--- src/rtl/mul_sched_pkg.sv ---
// Shared types and widths for the round-robin multiplier scheduler.
package mul_sched_pkg;

    localparam int OP_W  = 32;
    localparam int RES_W = 64;

    typedef enum logic [1:0] {
        IDLE,
        ISSUE,
        WAIT,
        RESP
    } state_t;

endpackage

--- src/rtl/rr_arbiter.sv ---
// Round-robin requester selection: search starts one past the last served index.
module rr_arbiter #(
    parameter int NREQ = 4,
    parameter int IDW  = 2
) (
    input  logic [NREQ-1:0] req,
    input  logic [IDW-1:0]  last_grant,
    output logic [NREQ-1:0] grant,
    output logic [IDW-1:0]  grant_idx
);

    logic           found;
    logic [IDW-1:0] idx;

    always_comb begin
        grant     = '0;
        grant_idx = '0;
        found     = 1'b0;
        idx       = '0;
        for (int unsigned k = 1; k <= NREQ; k++) begin
            idx = IDW'((32'(last_grant) + k) % NREQ);
            if (!found && req[idx]) begin
                found      = 1'b1;
                grant[idx] = 1'b1;
                grant_idx  = idx;
            end
        end
    end

endmodule

--- src/rtl/mul_rr_scheduler.sv ---
// Shares one external multiplier among NREQ requesters, one operation at a time,
// with round-robin acceptance and a bounded wait for the multiplier result.
module mul_rr_scheduler
    import mul_sched_pkg::*;
#(
    parameter  int NREQ    = 4,
    parameter  int TIMEOUT = 40,
    localparam int IDW     = (NREQ > 1) ? $clog2(NREQ) : 1
) (
    input  logic                 clk,
    input  logic                 reset,
    input  logic [NREQ-1:0]      req_valid,
    output logic [NREQ-1:0]      req_ready,
    input  logic [NREQ*OP_W-1:0] req_a,
    input  logic [NREQ*OP_W-1:0] req_b,
    output logic                 rsp_valid,
    input  logic                 rsp_ready,
    output logic [IDW-1:0]       rsp_id,
    output logic [RES_W-1:0]     rsp_result,
    output logic                 rsp_err,
    output logic                 mul_start,
    output logic [OP_W-1:0]      mul_a,
    output logic [OP_W-1:0]      mul_b,
    input  logic                 mul_done,
    input  logic [RES_W-1:0]     mul_result,
    output logic                 busy
);

    localparam int CW = $clog2(TIMEOUT + 1);

    state_t          state, state_next;
    logic [IDW-1:0]  last_grant, id_q, gnt_idx;
    logic [NREQ-1:0] gnt;
    logic [OP_W-1:0] a_q, b_q, sel_a, sel_b;
    logic [CW-1:0]   cnt;
    logic [RES_W-1:0] res_q;
    logic            err_q;
    logic            accept, timeout;

    rr_arbiter #(.NREQ(NREQ), .IDW(IDW)) u_arb (
        .req        (req_valid),
        .last_grant (last_grant),
        .grant      (gnt),
        .grant_idx  (gnt_idx)
    );

    always_comb begin
        sel_a = '0;
        sel_b = '0;
        for (int unsigned i = 0; i < NREQ; i++) begin
            if (gnt_idx == IDW'(i)) begin
                sel_a = req_a[i*OP_W +: OP_W];
                sel_b = req_b[i*OP_W +: OP_W];
            end
        end
    end

    // Last WAIT cycle is the one where the counter shows TIMEOUT-1.
    assign timeout = (cnt == CW'(TIMEOUT - 1));

    always_comb begin
        state_next = state;
        req_ready  = '0;
        mul_start  = 1'b0;
        accept     = 1'b0;
        case (state)
            IDLE: begin
                if (|req_valid) begin
                    // Gated by reset so the strobe drops immediately while reset is held.
                    req_ready  = reset ? gnt : '0;
                    accept     = 1'b1;
                    state_next = ISSUE;
                end
            end
            ISSUE: begin
                mul_start  = 1'b1;
                state_next = WAIT;
            end
            WAIT: begin
                if (mul_done || timeout) state_next = RESP;
            end
            RESP: begin
                if (rsp_ready) state_next = IDLE;
            end
            default: state_next = IDLE;
        endcase
    end

    always_ff @(posedge clk or negedge reset) begin
        if (!reset) state <= IDLE;
        else        state <= state_next;
    end

    always_ff @(posedge clk or negedge reset) begin
        if (!reset) begin
            last_grant <= IDW'(NREQ - 1);
            id_q       <= '0;
            a_q        <= '0;
            b_q        <= '0;
            cnt        <= '0;
            res_q      <= '0;
            err_q      <= 1'b0;
        end else begin
            case (state)
                IDLE: begin
                    if (accept) begin
                        id_q <= gnt_idx;
                        a_q  <= sel_a;
                        b_q  <= sel_b;
                    end
                end
                ISSUE: cnt <= '0;
                WAIT: begin
                    cnt <= cnt + CW'(1);
                    if (mul_done) begin
                        res_q <= mul_result;
                        err_q <= 1'b0;
                    end else if (timeout) begin
                        res_q <= '0;
                        err_q <= 1'b1;
                    end
                end
                RESP: begin
                    if (rsp_ready) last_grant <= id_q;
                end
                default: ;
            endcase
        end
    end

    assign mul_a      = a_q;
    assign mul_b      = b_q;
    assign rsp_id     = id_q;
    assign rsp_result = res_q;
    assign rsp_err    = err_q;
    assign rsp_valid  = (state == RESP);
    assign busy       = (state != IDLE);

endmodule
--- config.mk ---
export PLATFORM = sky130hd
export DESIGN_NAME = mul_rr_scheduler
export DESIGN_NICKNAME = d
export VERILOG_FILES = /design/src/rtl/mul_sched_pkg.sv /design/src/rtl/rr_arbiter.sv /design/src/rtl/mul_rr_scheduler.sv
export SDC_FILE = /design/constraint.sdc
export NUM_CORES = 1
export LEC_CHECK = 0
export CAP_MARGIN = 20
export CORE_AREA = 2 2 183 185
export CTS_BUF_LIST = sky130_fd_sc_hd__clkbuf_4
export CTS_CLUSTER_DIAMETER = 60
export DETAILED_ROUTE_END_ITERATION = 8
export DIE_AREA = 0 0 185 187
export RECOVER_POWER = 100
export REMOVE_ABC_BUFFERS = 1
export SLEW_MARGIN = 20
export SYNTH_ARGS = -nofsm -noshare
export SYNTH_HDL_FRONTEND = slang
export SYNTH_SLANG_ARGS = --single-unit
--- constraint.sdc ---
create_clock -name clk -period 12.8 [get_ports clk]
set_clock_uncertainty 0.05 [all_clocks]
set_input_delay 2.56 -clock clk [delete_from_list [all_inputs] [get_ports clk]]
set_output_delay 2.56 -clock clk [all_outputs]
set_load 0.005 [all_outputs]
==> impl_metrics.csv, run 1 <==
group,metric,value,unit
synthesis,synth_seq_area_share,40.0,%
cts,clkTransAtPathRegs,0.12,ns
cts,cts_resized,0,
finish,drive_gt1_share,5.02,%
floorplan,die_w,185,µm
synthesis,yosys.area_share.simple,9.72,%
finish,final_common_cell,"clkdlybuf4s50_1",
synthesis,yosysWarnings,0,
floorplan,core,0.0329,mm²
critical_path,r2r_cells,9,
global_route,grt_pass1_wl,52700,µm
outcome,violations,"capacitance limit, slew limit",
place,port-buffer-count,465,
timing,fin_crit_sh,62.6,%
place,numPlacedInstances,1712,
global_route,grt_max_degree,84,
drt,wl_per_cell,20.1,µm
synthesis,avgSynthCellArea,10.2,µm²
place,dp.final_hpwl,25300,µm
cts,insertion_delay,0.56,ns
timing,post-route-min-period,8.01,ns
synthesis,syn_area,0.00883,mm²
hold_path,min_from,"mul_a[15]",
synthesis,synth_mux_area_share,16.8,%
global_route,track_usage,19.7,%
critical_path,crit_arrival,5.40,ns
cts,numCtsBuffers,17,
drt,drc,0,
outcome,outcome,"finished with violations",
synthesis,synth-adder-area-share,1.84,%
timing,fmax,0.125,GHz
synthesis,synth_top_family_by_area,"compound AO/OA/AOI/OAI gates",
drt,drt_iter0_markers,442,
timing,finalSetupViolations,0,
finish,final_cells,1747,
global_route,grt_antenna_before_repair,3,
synthesis,postSynthCellCount,870,
finish,layout_common_cells,"323 x clkdlybuf4s50_1, 141 x dlygate4sd3_1, 139 x dfrtp_1, 137 x mux2i_1, 72 x nand2_1",
pwr,powerDensity,224,mW/mm²
floorplan,ios,466,
floorplan,initial_core_util,26.9,%
critical_path,crit_fanout,10,
synthesis,synthFlopType,"dfrtp_1",
critical_path,cp-end-kind,"output pin",
critical_path,reg2reg_setup_slack,6.56,ns
cts,cts_sinks,141,
critical_path,start_kind,"input port",
synthesis,yosysUniqueCellTypes,46,
floorplan,dieHeight,187,µm
synthesis,synth_seq_cells,141,
critical_path,startpoint,"req_valid[1]",
critical_path,path_class,"input port to output pin",
drt,routed_via_density,5.07,
pwr,power.ir.vdd_worst,96.5,µV
cts,clockBufferDepth,2,
timing,slew_headroom,-149,%
global_route,grt_pass1_vias,8939,
critical_path,rr_endpoint,"mul_a[1]",
floorplan,num_rows,67,
critical_path,rr_startpoint,"last_grant[0]",
cts,cts_tree,"done",
hold_path,whs_endpoint,"mul_a[15]",
pwr,leakage,5.81,nW
timing,finalHoldViolCount,0,
synthesis,synth_compound_area_share,26.1,%
cts,hold_buffers,0,
synthesis,async_flop_share,100,%
timing,final_max_slew_viol_count,315,
hold_path,hold_path_class,"flop to flop",
finish,final_nets,1624,
cts,ctsRootBufferMaster,"clkbuf_4",
drt,drt.antenna.violating_nets,0,
global_route,grt_overflow,0,
timing,rsz0062_at_grt,"no",
drt,dr_total_vias,8855,
flow_run,drv_cap,6,
synthesis,synth_xor_area_share,0.0992,%
cts,cts_setup_buffers,0,
drt,wirelength,35200,µm
timing,tightest_slew,3.73,ns
finish,synthToLayoutAreaGrowth,57.8,%
drt,firstDrtPassIters,4,
critical_path,cp.required,10.19,ns
place,place_congestion,0.826,
timing,fin_tns_setup,0,ns
floorplan,die_area,0.0346,mm²
cts,htree_levels,4,
hold_path,whs_path_depth,2,
synthesis,synth_edf_count,0,
routing by layer:
layer  part of all wire (%)  track usage, %  routed length [µm]  vias to the layer above
li1                       -               -                   -                     4169
met3                    8.9            6.15                3140                       35
met4                    1.7            5.59                 592                        2
met1                     42            24.7               14600                     4259
met5                  0.037               0                  13                        -
met2                     48            32.5               16800                      390
flip-flops by register name, indices dropped and copies added (netlist names):
signal      cells
cnt             6
last_grant      2
mul_a          32
mul_b          32
rsp_err         1
rsp_id          2
rsp_result     64
state           2
critical path, cell delays in order:
cell and delay, ns:
dlygate4sd3_1 0.67, mux4_2 0.58, a21o_1 0.21, nor4_1 0.54, nand2_1 0.12, a21oi_1 0.14, dlygate4sd3_1 0.59
Yosys cell counts (all sizes together), types with 3 or more instances:
cell type    n  share of area (%)
dfrtp      139                 39
mux2i      137                 16
nand2       72                3.1
nor2        70                3.0
a22o        64                6.3
clkbuf      56                2.4
o21ai       38                2.2
a21oi       37                2.1
a221oi      36                5.7
buf         31                2.2
a311oi      26                2.6
inv         22               0.93
a221o       17                1.9
a32oi       16                1.6
nand3       16               0.91
a211oi      15                1.3
ha          13                1.8
nor4b       13                1.3
o2111ai     13                1.3
mux2         4               0.51
nor2b        4               0.28
and2         3               0.21
mux4         3               0.76
nand2b       3               0.21
kinds of logic (layout without fill, tap and decap cells):
family,Yosys count,count (layout)
AND/OR/NAND/NOR,190,190
multiplexers,144,144
adder cells (fa/ha/maj),13,13
buffers and inverters,109,535
XOR/XNOR,1,1
other,0,3
flip-flops,141,141
AO/OA/AOI/OAI,272,272
report_power, final:
part           total (mW)  switching (mW)  internal, mW
logic                1.97            1.03         0.941
registers           0.809           0.145         0.664
clock network       0.340           0.198         0.142
stage by stage:
| stage | hold slack (ns) | power [mW] | area [µm²] | setup WS [ns] | util [%] |
|---|---|---|---|---|---|
| 5_1_grt | 0.483 | 3.36 | 13900 | 4.40 | 42.4 |
| 3_5_place_dp | 0.436 | 2.95 | 13800 | 4.91 | 42.0 |
| 2_1_floorplan | 0.428 | 2.04 | 8430 | 5.00 | - |
| 6_report | 0.456 | 3.12 | 13900 | 4.79 | 42.4 |
| 3_3_place_gp | 0.428 | 2.93 | 13800 | 4.91 | 42.0 |
| 4_1_cts | 0.467 | 3.31 | 14100 | 4.90 | 43.0 |
area by class of cell:
type / instances / area (µm²)
fill: 3234 / 18900
timing repair buffer: 481 / 4750
multi-input combinational: 620 / 4690
sequential: 141 / 3530
tap: 448 / 561
clock inverter: 14 / 184
clock buffer: 18 / 135
inverter: 22 / 82.6
antenna: 3 / 7.51
worst max path at each step:
stage	cells past startpoint	slack (ns)	to
after floorplan	4	5.00	req_ready[0]
after global placement	7	4.91	req_ready[0]
after detailed placement	7	4.91	req_ready[3]
after CTS	7	4.90	req_ready[3]
after global routing	7	4.40	mul_a[1]
final	7	4.79	req_ready[3]
Note: power is estimated with default switching activity, not from simulation.
==> inputs of run 2 (changes only) <==
==> constraint.sdc (replaced) <==
create_clock -name clk -period 6.56 [get_ports clk]
set_clock_uncertainty 0.05 [all_clocks]
set_input_delay 1.312 -clock clk [delete_from_list [all_inputs] [get_ports clk]]
set_output_delay 1.312 -clock clk [all_outputs]
set_load 0.005 [all_outputs]
==> run 2 against run 1 <==
Net effect: critical endpoint is now mul_b[18]; largest power group unchanged; the flow still finishes with violations (capacitance limit, slew limit); final cell count increased by 0.23%; count of clock-buffer cells in the layout decreased by 1; register-to-register slack got worse by 5.8 ns; combinational power increased by 93%; critical path type is now flop to flop.
==> impl_metrics.csv, run 2 (same netlist as run 1, synthesis figures left out) <==
group,metric,value,unit
timing,fin_tns_setup,0,ns
timing,rsz0062_at_grt,"no",
cts,htree_levels,4,
critical_path,cp-end-kind,"flop",
floorplan,ios,466,
cts,numCtsBuffers,17,
critical_path,path_class,"flop to flop",
critical_path,cp.required,6.97,ns
floorplan,core,0.0329,mm²
cts,cts_resized,0,
drt,wirelength,34900,µm
drt,firstDrtPassIters,5,
drt,dr_total_vias,8820,
cts,cts_tree,"done",
cts,hold_buffers,0,
finish,synthToLayoutAreaGrowth,57.7,%
outcome,outcome,"finished with violations",
drt,drc,0,
pwr,power.ir.vdd_worst,275,µV
floorplan,die_w,185,µm
global_route,track_usage,19.6,%
finish,multi_input_area,0.00469,mm²
timing,slew_headroom,-166,%
finish,register_area,0.00353,mm²
floorplan,num_rows,67,
drt,drt_iter0_markers,468,
timing,finalHoldViolCount,0,
cts,insertion_delay,0.57,ns
place,placed_cell_area,0.0138,mm²
cts,cts_sinks,141,
finish,final_nets,1626,
place,port-buffer-count,465,
pwr,leakage,5.82,nW
hold_path,hold_path_class,"flop to flop",
drt,routed_via_density,5.04,
timing,final_max_slew_viol_count,155,
cts,clockBufferDepth,2,
drt,drt.antenna.violating_nets,0,
place,dp.final_hpwl,25400,µm
timing,fmax,0.171,GHz
drt,wl_per_cell,19.9,µm
global_route,grt_overflow,0,
cts,ctsRootBufferMaster,"clkbuf_4",
floorplan,die_area,0.0346,mm²
timing,post-route-min-period,5.84,ns
floorplan,dieHeight,187,µm
finish,drive_gt1_share,5.32,%
global_route,grt_max_degree,74,
cts,clkTransAtPathRegs,0.14,ns
finish,design_area,0.0139,mm²
critical_path,crit_fanout,61,
flow_run,drv_cap,3,
finish,fillers,3249,
timing,fin_crit_sh,89.0,%
global_route,grt_pass1_vias,8918,
timing,hold_slack,0.459,ns
pwr,powerDensity,431,mW/mm²
floorplan,initial_core_util,26.9,%
finish,largest_reg_flops,64,
timing,tightest_slew,3.99,ns
finish,final_util,42.4,%
critical_path,start_kind,"flop",
timing,finalSetupViolations,0,
global_route,grt_antenna_before_repair,6,
place,place_congestion,0.787,
critical_path,crit_arrival,6.24,ns
finish,layout_common_cells,"323 x clkdlybuf4s50_1, 141 x dlygate4sd3_1, 139 x dfrtp_1, 137 x mux2i_1, 72 x nand2_1",
outcome,violations,"capacitance limit, slew limit",
finish,final_common_cell,"clkdlybuf4s50_1",
global_route,grt_pass1_wl,52400,µm
cts,cts_setup_buffers,0,
==> run 2: cell types whose count changed in the layout (fill, tap and decap cells not counted), moves of 2 or more <==
cell	before	now
clkbuf_1	6	3
clkbuf_2	0	2
clkinv_4	3	1
bufinv_16	3	0
inv_8	2	5
buf_4	11	13
diode_2	3	5
inv_6	2	5
==> run 2: metal layers <==
metal | track usage, % | routed length [µm]
met4 | 5.83 | 661
met5 | 0 | 13
met1 | 24.3 | 14500
met3 | 6.66 | 3210
met2 | 32.2 | 16600
==> run 2: worst paths after layout <==
check                      slack [ns]  cells after the start        endpoint           from
max in group asynchronous        1.50                      2        mul_a[1]          reset
setup / recovery                 0.72                     10       mul_b[18]  last_grant[0]
hold / removal                   0.46                      2        mul_a[6]       mul_a[6]
hold reg to reg                  0.46                      2        mul_a[6]       mul_a[6]
min in group asynchronous        0.68                      1  rsp_result[40]          reset
setup reg to reg                 0.72                     10       mul_b[18]  last_grant[0]
==> run 2: stage by stage <==
| stage | setup WS, ns | instances | power, mW |
|---|---|---|---|
| floorplan | -0.923 | 783 | 3.98 |
| global placement | 1.18 | 1714 | 5.71 |
| detailed placement | 1.16 | 1714 | 5.77 |
| CTS | 0.793 | 1746 | 6.39 |
| global route | 0.296 | 1749 | 6.49 |
| finish | 0.724 | 1751 | 6.01 |
==> run 2: report_power, final <==
part	leakage [nW]	total (mW)	internal, mW	switching, mW
registers	1.68	1.60	1.29	0.310
logic	3.99	3.81	1.83	1.97
clock network	0.146	0.593	0.172	0.422
==> run 2: critical path: stages (launching register included) <==
cell and delay (ns):
dfstp_4 1.14, inv_1 0.14, ha_1 0.40, mux4_2 0.51
buf_4 0.23, a21oi_1 1.19, a21oi_4 0.09, clkbuf_1 0.61
and2_2 0.67, clkbuf_2 0.31, a221oi_1 0.34
==> run 2: area by class of cell <==
cell class / instances / area share [%]
Clock buffer: 17 / 0.916
Multi-Input combinational cell: 620 / 33.7
Tap cell: 448 / 4.02
Timing Repair Buffer: 483 / 34.3
Antenna cell: 5 / 0.0898
Clock inverter: 15 / 1.04
Inverter: 22 / 0.593
Sequential cell: 141 / 25.4
==> inputs of run 3 (changes only) <==
--- a/config.mk
+++ b/config.mk
@@ -7,12 +7,12 @@
 export LEC_CHECK = 0
 export CAP_MARGIN = 20
 export CORE_AREA = 2 2 183 185
-export CTS_BUF_LIST = sky130_fd_sc_hd__clkbuf_4
 export CTS_CLUSTER_DIAMETER = 60
 export DETAILED_ROUTE_END_ITERATION = 8
 export DIE_AREA = 0 0 185 187
 export RECOVER_POWER = 100
 export REMOVE_ABC_BUFFERS = 1
+export SETUP_SLACK_MARGIN = 0.3
 export SLEW_MARGIN = 20
 export SYNTH_ARGS = -nofsm -noshare
 export SYNTH_HDL_FRONTEND = slang
==> constraint.sdc (replaced) <==
create_clock -name clk -period 6.76 [get_ports clk]
set_clock_uncertainty 0.05 [all_clocks]
set_input_delay 1.352 -clock clk [delete_from_list [all_inputs] [get_ports clk]]
set_output_delay 1.352 -clock clk [all_outputs]
set_load 0.005 [all_outputs]
==> run 3 against run 2 <==
Net effect: the run still ends with capacitance limit, slew limit left; combinational power decreased by 2%; hold slack got worse by 0.020 ns; final cell count about the same; first-iteration DRC count decreased by 9.0%; final area increased by 2.4%; register-to-register slack improved by 0.40 ns; total power increased by 3.7%; clock power increased by 64%; critical path type is now flop to output pin.
==> impl_metrics.csv, run 3 (same netlist as run 1, synthesis figures left out) <==
group,metric,value,unit
outcome,outcome,"finished with violations",
outcome,violations,"capacitance limit, slew limit",
place,numPlacedInstances,1712,
drt,wl_per_cell,19.9,µm
floorplan,dieHeight,187,µm
pwr,pwr-share-comb,59.8,%
pwr,power.ir.vdd_worst,206,µV
critical_path,r2r_cells,8,
cts,clockBufferDepth,2,
timing,hold_slack,0.438,ns
drt,wirelength,34800,µm
timing,final_max_slew_viol_count,203,
finish,fillers,3243,
finish,final_cells,1750,
timing,rsz0062_at_grt,"no",
cts,insertion_delay,0.41,ns
critical_path,crit_chain,"clkbuf_4 -> mux4_2 -> nor4_1 -> nand2_1 -> a21oi_1 -> dlygate4sd3_1",
finish,largest_reg_flops,64,
timing,fmax,0.174,GHz
critical_path,cp-end-kind,"output pin",
timing,slew_headroom,-102,%
cts,cts_tree,"done",
global_route,grt_overflow,0,
finish,drive_gt1_share,5.32,%
pwr,switchingPower,2.66,mW
flow_run,drv_cap,4,
pwr,seqPwrFrac,24.6,%
cts,numCtsBuffers,17,
place,port-buffer-count,465,
floorplan,core,0.0329,mm²
floorplan,die_w,185,µm
critical_path,crit_path_max_incr_delay,0.91,ns
finish,design_area,0.0143,mm²
cts,cts_setup_buffers,0,
drt,routed_via_density,5.05,
cts,hold_buffers,0,
finish,final_util,43.4,%
pwr,clockPowerShare,15.7,%
drt,drt_iter0_markers,426,
hold_path,hold_path_class,"flop to flop",
pwr,switching_share,42.7,%
pwr,powerDensity,437,mW/mm²
drt,drc,0,
cts,cts_sinks,141,
pwr,leakage,5.97,nW
drt,firstDrtPassIters,5,
finish,final_common_cell,"clkdlybuf4s50_1",
critical_path,path_class,"flop to output pin",
timing,fin_crit_sh,84.8,%
global_route,grt_pass1_vias,8952,
cts,ctsRootBufferMaster,"clkbuf_16",
critical_path,cp.required,5.36,ns
finish,synthToLayoutAreaGrowth,61.4,%
timing,finalSetupViolations,0,
cts,htree_levels,4,
global_route,track_usage,19.5,%
pwr,p_int,3.57,mW
place,place_congestion,0.800,
critical_path,crit_arrival,4.33,ns
critical_path,start_kind,"flop",
global_route,grt_pass1_wl,52400,µm
floorplan,initial_core_util,26.9,%
global_route,grt_max_degree,86,
global_route,grt_antenna_before_repair,4,
cts,clkTransAtPathRegs,0.07,ns
critical_path,critical-path-slowest-cell,"dfstp_4",
timing,post-route-min-period,5.74,ns
floorplan,die_area,0.0346,mm²
cts,cts_resized,0,
hold_path,whs_path_depth,2,
critical_path,crit_fanout,85,
drt,drt.antenna.violating_nets,0,
place,placed_cell_area,0.0138,mm²
floorplan,num_rows,67,
timing,tightest_slew,3.03,ns
floorplan,ios,466,
place,dp.final_hpwl,25200,µm
finish,layout_common_cells,"323 x clkdlybuf4s50_1, 141 x dlygate4sd3_1, 139 x dfrtp_1, 137 x mux2i_1, 72 x nand2_1",
timing,finalHoldViolCount,0,
finish,final_nets,1625,
drt,dr_total_vias,8838,
==> run 3: cell count changes in the layout (fill, tap and decap cells not counted) <==
cell,before,now
a221oi_1,32,29
a221oi_2,4,7
and2_1,1,2
and2_2,2,1
buf_4,13,11
bufinv_16,0,1
clkbuf_1,3,4
clkbuf_16,0,17
clkbuf_2,2,1
clkbuf_4,17,1
clkinv_4,1,4
clkinvlp_4,2,0
inv_6,5,3
==> run 3: critical path, delay by kind of cell, from the launching register on <==
kind            cells  cell delay (ns)
compound gates      1             0.15
buf+inv             2             1.48
flops               1             0.91
simple gates        2             0.71
mux                 1             0.66
==> run 3: path summary, 6_finish.rpt <==
| path | start | endpoint | slack [ns] |
|---|---|---|---|
| worst min-delay path | mul_a[24] | mul_a[24] | 0.44 |
| min in group asynchronous | reset | rsp_result[43] | 0.90 |
| worst max-delay path | last_grant[0] | req_ready[2] | 1.02 |
| worst min register to register | mul_a[24] | mul_a[24] | 0.44 |
| max in group asynchronous | reset | mul_b[20] | 1.55 |
| worst max register to register | last_grant[0] | mul_b[25] | 1.12 |
==> run 3: final cells by class <==
cell class	instances	area [µm²]	area share [%]
Timing Repair Buffer	482	4770	33.4
Clock buffer	17	425	2.98
Inverter	22	82.6	0.579
Sequential cell	141	3530	24.8
Multi-Input combinational cell	620	4710	33.0
Clock inverter	15	169	1.18
Tap cell	448	561	3.93
Antenna cell	5	12.5	0.0878
==> run 3: power by group through the flow <==
stage	Sequential [mW]	Combinational [mW]	Clock, mW
3_5_place_dp	1.55	4.02	0
6_report	1.53	3.72	0.975
5_1_grt	1.59	4.07	1.05
3_3_place_gp	1.56	3.97	0
2_1_floorplan	1.60	2.27	0
4_1_cts	1.55	4.03	1.01
==> run 3: metrics by stage <==
step	total power, mW	setup TNS, ns	setup WS (ns)
CTS	6.59	0	1.09
global placement	5.53	0	1.31
detailed placement	5.57	0	1.27
finish	6.23	0	1.02
floorplan	3.87	-22.61	-0.723
global route	6.70	0	0.561
==> run 3: per-layer routing <==
metal | vias to the layer above | share of wire (%) | global-route usage, %
met3 | 21 | 9.5 | 6.41
met4 | 0 | 1.3 | 4.00
met2 | 370 | 48 | 32.8
met1 | 4280 | 41 | 24.3
met5 | - | 0 | 0
li1 | 4167 | - | -
